$ cat src/rtl/hex_digit_scanner.sv
// Purpose: time-multiplexed scanner that walks a multi-digit hex value one nibble
//   at a time, driving the seven-segment decoder nibble and the matching anode.
// Latency: outputs are registered, one cycle behind the internal digit index and
//   display value. Backpressure: none; the scan free-runs, load is a fire-and-forget strobe.
// Ports:
//   clk, rst       - system clock, synchronous active-high reset
//   value_in, load - value to show (digit 0 = bits [3:0]) and its capture strobe
//   blank_lz       - blank leading zero digits (digit 0 always lit)
//   nibble_o       - nibble of the digit currently scanned, to the decoder
//   an_o           - anode enables, polarity set by ACTIVE_LOW_AN
//   digit_idx_o    - index of the digit currently scanned
//   frame_o        - one-cycle pulse after the last digit of each scan finishes
module hex_digit_scanner #(
  parameter int NUM_DIGITS    = 8,
  parameter int REFRESH_DIV   = 100000,
  parameter bit ACTIVE_LOW_AN = 1'b1
) (
  input  logic                          clk,
  input  logic                          rst,
  input  logic [4*NUM_DIGITS-1:0]       value_in,
  input  logic                          load,
  input  logic                          blank_lz,
  output logic [3:0]                    nibble_o,
  output logic [NUM_DIGITS-1:0]         an_o,
  output logic [$clog2(NUM_DIGITS)-1:0] digit_idx_o,
  output logic                          frame_o
);

  localparam int CNT_W = $clog2(REFRESH_DIV);
  localparam int IDX_W = $clog2(NUM_DIGITS);
  localparam logic [CNT_W-1:0] CNT_LAST = CNT_W'(REFRESH_DIV - 1);
  localparam logic [IDX_W-1:0] IDX_LAST = IDX_W'(NUM_DIGITS - 1);

  logic [CNT_W-1:0]        cnt;
  logic [IDX_W-1:0]        idx;
  logic [4*NUM_DIGITS-1:0] shadow;
  logic [4*NUM_DIGITS-1:0] disp;
  logic                    pending;

  logic                    tick;
  logic                    frame_end;
  logic [NUM_DIGITS-1:0]   blank_vec;
  logic [NUM_DIGITS-1:0]   an_act;
  logic [3:0]              cur_nib;

  assign tick      = (cnt == CNT_LAST);
  assign frame_end = tick && (idx == IDX_LAST);

  // Refresh counter and digit index.
  always_ff @(posedge clk) begin
    if (rst) begin
      cnt <= '0;
      idx <= '0;
    end else begin
      cnt <= tick ? '0 : cnt + 1'b1;
      if (tick) begin
        idx <= (idx == IDX_LAST) ? '0 : idx + 1'b1;
      end
    end
  end

  // Value path: loads land in shadow and are promoted only at the frame
  // boundary, so a single scan never shows a mix of two values. A load on the
  // boundary cycle itself goes straight to disp.
  always_ff @(posedge clk) begin
    if (rst) begin
      shadow  <= '0;
      disp    <= '0;
      pending <= 1'b0;
    end else if (frame_end) begin
      if (load) begin
        disp <= value_in;
      end else if (pending) begin
        disp <= shadow;
      end
      pending <= 1'b0;
    end else if (load) begin
      shadow  <= value_in;
      pending <= 1'b1;
    end
  end

  // Leading-zero blanking: walk from the most significant digit down,
  // tracking whether every nibble at or above position k is zero.
  always_comb begin : blank_calc
    logic zero_run;
    zero_run  = 1'b1;
    blank_vec = '0;
    an_act    = '0;
    cur_nib   = 4'h0;
    for (int k = NUM_DIGITS - 1; k >= 0; k--) begin
      zero_run     = zero_run && (disp[4*k +: 4] == 4'h0);
      blank_vec[k] = blank_lz && zero_run && (k != 0);
    end
    for (int k = 0; k < NUM_DIGITS; k++) begin
      if (idx == IDX_W'(k)) begin
        an_act[k] = !blank_vec[k];
        cur_nib   = disp[4*k +: 4];
      end
    end
  end

  // Registered outputs; XOR with the polarity mask makes "inactive" all ones
  // for active-low anodes and all zeros for active-high.
  always_ff @(posedge clk) begin
    if (rst) begin
      nibble_o    <= 4'h0;
      digit_idx_o <= '0;
      frame_o     <= 1'b0;
      an_o        <= {NUM_DIGITS{ACTIVE_LOW_AN}};
    end else begin
      nibble_o    <= cur_nib;
      digit_idx_o <= idx;
      frame_o     <= frame_end;
      an_o        <= an_act ^ {NUM_DIGITS{ACTIVE_LOW_AN}};
    end
  end

endmodule

$ cat config.mk
export PLATFORM = sky130hd
export DESIGN_NAME = hex_digit_scanner
export DESIGN_NICKNAME = d
export VERILOG_FILES = /design/src/rtl/hex_digit_scanner.sv
export SDC_FILE = /design/constraint.sdc
export NUM_CORES = 1
export LEC_CHECK = 0
export CORE_UTILIZATION = 30
export CTS_CLUSTER_DIAMETER = 50
export DETAILED_ROUTE_END_ITERATION = 16
export GPL_ROUTABILITY_DRIVEN = 1
export GPL_TIMING_DRIVEN = 0
export PLACE_DENSITY = 0.49
export REMOVE_ABC_BUFFERS = 1
export SLEW_MARGIN = 15
export SYNTH_ARGS = -nofsm -noshare
export SYNTH_HDL_FRONTEND = slang
export SYNTH_SLANG_ARGS = --single-unit
$ cat constraint.sdc
create_clock -name clk -period 2.4 [get_ports clk]
set_input_delay 0.6 -clock clk [delete_from_list [all_inputs] [get_ports clk]]
set_output_delay 0.6 -clock clk [all_outputs]
set_load 0.02 [all_outputs]
==> results by group, run 1 <==
Timing
  • Final WS setup: 0.159 ns
  • Min cycle time layout: 2.24 ns
  • Setup-failing EPs final: 0
  • Layout Skew: 0.0124 ns
  • Slew HR: 0.547
  • RSZ-0062 raised after global routing: no
  • Setup_tns: 0 ns
  • Fmax: 446 MHz
  • Tcrit/Tclk final: 0.934
  • Final Max Slew Viols: 0
  • Worst-Margin Slew: 0.680 ns
  • Hold Fails Final Rpt: 0

Worst setup path
  • Worst Path Arrival: 2.54 ns
  • Slowest stage delay, CP: 0.44 ns
  • CP Capture Type: flop
  • Crit path required time: 2.70 ns
  • Critical Path, Cell by Cell: ha_1 > and4_2 > nand4_4 > buf_12 > or3_1 > nand3_1
  • CP Max Fanout: 54
  • Crit path kind: reg2reg
  • CP max stage cell: and4_2
  • Critical path launch point type: flop

Floorplan
  • Io pins: 52
  • Site row count: 48
  • Initial core utilization: 0.308
  • Die span in x: 135 um
  • Area of the core: 17400 um^2
  • Die H: 135 um
  • Die area: 18300 um^2

Cells and area
  • ANT cells: 0
  • Total Nets Final: 674
  • # fillers: 1719
  • Share of layout cells above drive strength 1: 0.0614
  • Area grow syn2layout: 20.4%
  • Most common cell after layout, fill and taps aside: dfxtp_1
  • Commonest cells after routing, fill and taps aside: dfxtp_1, nand2_1, clkdlybuf4s50_1, nand3_1, nand4_1

Synthesis
  • Gate Count Post-Synth: 629
  • Asr flop ratio synth: 0
  • Syn Area/Cell: 8.49 um^2
  • #FFs+latches synth: 101
  • Yosys warnings: 0
  • Post-synth EDFFs: 0
  • Yosys cell types: 50
  • Synth Cell Area: 5340 um^2
  • Ys flop type: dfxtp_1
  • Seq/Total Area, Yosys: 0.379

Power
  • Leakage power total: 0.00219 uW
  • Max rail drop VDD: 347 uV
  • Pwr Density: 547 nW/um^2
  • Total internal power: 2650 uW
  • Clk pwr share: 0.397
  • Sequential share of power: 0.505
  • Switching Share: 0.247
  • P_sw: 868 uW
  • Logic gate share of total power: 0.098

CTS
  • Post-CTS setup buffer count: 0
  • Hold buffers post-CTS: 0
  • H-tree levels: 3
  • CTS Root Cell: clkbuf_16
  • Clock transition at path regs: 0.07 ns
  • CTS Sinks: 101
  • Worst-Skew Late Latency: 0.36 ns
  • CTS Buf Count: 9
  • Clock tree from TritonCTS: done
  • CTS Buffer Depth: 2

Place
  • Pre-CTS worst setup slack: -0.590 ns
  • Detail Placement HPWL: 9.25 mm
  • Port buffer count: 51
  • Routability Congestion: 0.810

Drt
  • Wire per inst: 17.6 um
  • Routed Wire Length: 15.1 mm
  • Via-to-Cell Ratio: 5.76
  • Post-DRT Antenna Nets: 0
  • First-iteration detailed-routing DRC count: 415
  • DRT Pass-1 Iters: 5
  • Total number of vias: 4953
  • # DRC: 0

Job
  • Max-Cap Viols: 0

Global route
  • First-pass GRT wire length: 24.7 mm
  • All-layer global routing usage: 0.170
  • Initial antenna violation count: 0
  • Number of global-route vias before repair: 4570
  • GRT Residual Overflow: 0
  • Largest net degree at the start of global routing: 77

Outcome
  • Outcome: complete, no violations

Min path
  • Type of the most critical hold path: reg2reg
[registers in the layout (all words and copies together) (netlist names), 3 cells and up]
name and flops:
cnt 17, nibble_o 4, shadow 32, idx 3
an_o 8, digit_idx_o 3, disp 32
[cell type report]
cell class,count,area [um^2],share of cell area
multi-input combinational,452,3090,0.481
sequential,101,2020,0.315
timing repair buffer,60,727,0.113
tap,225,282,0.0438
clock buffer,12,256,0.0399
inverter,7,31.3,0.00487
clock inverter,3,21.3,0.00331
[through the flow]
step	utilization	hold WS, ns	instances	cell area, um^2	total power (uW)
floorplan	-	0.426	558	5060	1950
global placement	0.337	0.441	834	5850	2140
detailed placement	0.351	0.455	843	6090	2160
CTS	0.369	0.472	860	6410	3560
global route	0.370	0.493	860	6430	3690
finish	0.370	0.467	860	6430	3520
[final timing paths]
| check | endpoint | slack, ns | depth (start not counted) | start |
|---|---|---|---|---|
| worst min register to register | cnt[0] | 0.47 | 1 | cnt[0] |
| worst min-delay path | cnt[0] | 0.47 | 1 | cnt[0] |
| worst max-delay path | shadow[30] | 0.16 | 6 | cnt[0] |
| worst max register to register | shadow[30] | 0.16 | 6 | cnt[0] |
[routing by layer]
metal | GRT usage | vias to the layer above | wire [um]
li1 | - | 2416 | -
met1 | 0.233 | 2404 | 7310
met2 | 0.261 | 119 | 6910
met3 | 0.0456 | 14 | 700
met4 | 0.0456 | 0 | 194
met5 | 0 | - | 0
[cell usage after synthesis, types with 2 or more instances]
cell | instances | area, um^2
o22ai_1 | 2 | 12.5
nor2b_1 | 3 | 18.8
nor4_1 | 2 | 12.5
dfxtp_1 | 101 | 2020
clkbuf_1 | 57 | 214
buf_2 | 8 | 40.0
nand2_1 | 54 | 203
or4_1 | 4 | 30.0
a21oi_1 | 11 | 55.1
nor3_1 | 3 | 15.0
inv_1 | 6 | 22.5
xor2_1 | 12 | 105
nand2b_1 | 3 | 18.8
buf_1 | 5 | 18.8
and3_1 | 2 | 12.5
nor2_1 | 24 | 90.1
o41ai_1 | 31 | 272
o211ai_1 | 34 | 255
and4_1 | 4 | 35.0
nand3b_1 | 5 | 37.5
nor3b_1 | 33 | 248
mux2i_1 | 32 | 320
nand4_1 | 40 | 250
or3_1 | 35 | 219
a31oi_1 | 35 | 219
ha_1 | 7 | 87.6
o311ai_0 | 3 | 26.3
o21ai_0 | 10 | 50.1
nand3_1 | 42 | 210
[kinds of logic (layout without fill, tap and decap cells)]
kind of cell               count (synthesis)  in the layout  synth area share
xor gates and xnor gates                  13             13            0.0213
buffers and inverters                     78             82            0.0574
and+or+nand+nor                          261            263             0.280
muxes                                     32             32            0.0600
AOI/OAI and AO/OA                        137            137             0.187
adders and majority gates                  7              7            0.0164
DFF                                      101            101             0.379
[worst max-delay path: cells and delay by family (launching register included)]
family / cells / cell delay (ns)
buffers and inverters: 1 / 0.30
and+or+nand+nor: 4 / 1.24
adders and majority gates: 1 / 0.22
DFF: 1 / 0.38
[power groups by stage]
| stage | clock [uW] | sequential, uW | combinational [uW] |
|---|---|---|---|
| floorplan | 0 | 1800 | 151 |
| global placement | 0 | 1810 | 334 |
| detailed placement | 0 | 1810 | 346 |
| CTS | 1440 | 1770 | 347 |
| global route | 1520 | 1780 | 381 |
| finish | 1400 | 1770 | 346 |
[timing repair]
item	4_1_cts	5_1_grt
resized for setup	3	3
gates cloned	2	0
endpoints found under the setup margin	59	64
pin swaps	1	0
No activity file was read; power rests on OpenSTA's default activity.
==> inputs of run 2 (changes only) <==
Settings changed: GPL_ROUTABILITY_DRIVEN 1 to 0.
==> results of run 2 <==
The final DEF is identical to that of run 1; final timing and power are the same.
==> inputs of run 3 (changes only) <==
Settings changed: GPL_ROUTABILITY_DRIVEN 0 to unset, SKIP_CTS_REPAIR_TIMING set to 1.
==> results by group, run 3 (same netlist as run 1, synthesis figures left out) <==
Outcome
  • Outcome: complete, no violations

Worst setup path
  • Crit path kind: in2reg
  • Crit path required time: 2.64 ns
  • Critical path launch point type: input port
  • Worst Path Arrival: 2.48 ns
  • CP Capture Type: flop
  • CP Max Fanout: 3

Timing
  • Fmax: 446 MHz
  • Setup-failing EPs final: 0
  • Min cycle time layout: 2.24 ns
  • Slew HR: 0.543
  • Final Max Slew Viols: 0
  • RSZ-0062 raised after global routing: no
  • Hold Fails Final Rpt: 0
  • Layout Skew: 0.0138 ns
  • Worst-Margin Slew: 0.686 ns
  • Tcrit/Tclk final: 0.934

Floorplan
  • Die H: 135 um
  • Die area: 18300 um^2
  • Die span in x: 135 um
  • Site row count: 48
  • Initial core utilization: 0.308
  • Area of the core: 17400 um^2
  • Io pins: 52

Cells and area
  • Final Util: 0.370
  • Final non-filler cell total: 860
  • Storage cell area: 2020 um^2
  • Commonest cells after routing, fill and taps aside: dfxtp_1, nand2_1, clkdlybuf4s50_1, nand3_1, nand4_1
  • Most common cell after layout, fill and taps aside: dfxtp_1
  • ANT cells: 0
  • Area occupied by multi-input gates: 3090 um^2
  • Area grow syn2layout: 20.3%
  • # fillers: 1719
  • Total Nets Final: 674
  • Largest registers: disp x32, shadow x32, cnt x17
  • Share of layout cells above drive strength 1: 0.0598

CTS
  • Clock transition at path regs: 0.07 ns
  • Clock tree from TritonCTS: done
  • CTS Buffer Depth: 2
  • Worst-Skew Late Latency: 0.36 ns
  • CTS Root Cell: clkbuf_16
  • CTS Sinks: 101
  • H-tree levels: 3
  • CTS Buf Count: 9

Drt
  • Total number of vias: 4901
  • # DRC: 0
  • Routed Wire Length: 15.1 mm
  • Post-DRT Antenna Nets: 0
  • First-iteration detailed-routing DRC count: 419
  • Via-to-Cell Ratio: 5.70
  • Wire per inst: 17.6 um
  • DRT Pass-1 Iters: 5

Min path
  • Type of the most critical hold path: reg2reg

Global route
  • First-pass GRT wire length: 23.7 mm
  • Number of global-route vias before repair: 4480
  • GRT Residual Overflow: 0
  • Largest net degree at the start of global routing: 77
  • Initial antenna violation count: 0
  • All-layer global routing usage: 0.161

Power
  • Leakage power total: 0.00219 uW
  • Pwr Density: 548 nW/um^2
  • Max rail drop VDD: 349 uV

Place
  • Routability Congestion: 0.810
  • Dpl cells: 843
  • Port buffer count: 51
  • Detail Placement HPWL: 9.25 mm

Job
  • Max-Cap Viols: 0
==> run 3: cell types whose count changed in the layout (fill, tap and decap cells not counted), sizes merged <==
cell / before / now
clkinv: 3 / 2
inv: 6 / 7
==> run 3: path summary, 6_finish.rpt <==
kind / slack, ns / to / cells after the start / start
worst max-delay path: 0.16 / an_o[3] / 5 / blank_lz
worst min register to register: 0.47 / cnt[0] / 1 / cnt[0]
worst max register to register: 0.16 / shadow[16] / 6 / cnt[0]
worst min-delay path: 0.47 / cnt[0] / 1 / cnt[0]
==> run 3: routing by layer <==
layer,part of all wire,GRT usage
met5,0,0
met4,0.011,0.0418
met3,0.046,0.0453
met2,0.46,0.246
met1,0.49,0.221
==> run 3: final cells by class <==
class,count,share of cell area
well taps,225,0.0438
multi-input cells,452,0.481
flip-flops and latches,101,0.315
inverters,7,0.00448
clock buffers,12,0.0399
repair buffers,60,0.113
clock inverters,3,0.00331
==> run 3: metrics by stage <==
step	hold slack, ns	instance area [um^2]	worst slack (ns)	total power, uW	setup TNS [ns]
2_1_floorplan	0.426	5060	-0.993	1950	-43.54
3_3_place_gp	0.441	5850	-6.60	2140	-538.71
3_5_place_dp	0.455	6090	-0.590	2160	-19.57
4_1_cts	0.472	6370	-0.215	3560	-5.94
5_1_grt	0.493	6420	0.0525	3680	0
6_report	0.467	6420	0.159	3520	0
==> run 3: report_power, final <==
| part | internal (uW) | total [uW] | leakage (uW) | switching [uW] |
|---|---|---|---|---|
| clock | 755 | 1400 | 0.000135 | 646 |
| combinational | 160 | 346 | 0.00124 | 186 |
| sequential | 1730 | 1770 | 0.000825 | 40.2 |
| total | 2650 | 3520 | 0.00219 | 871 |
==> run 3: worst max-delay path, cell delays in order <==
cell and delay, ns:
clkdlybuf4s50_1 0.49, or4b_1 0.47, nor3_1 0.39, nand2_1 0.18, o311ai_1 0.35
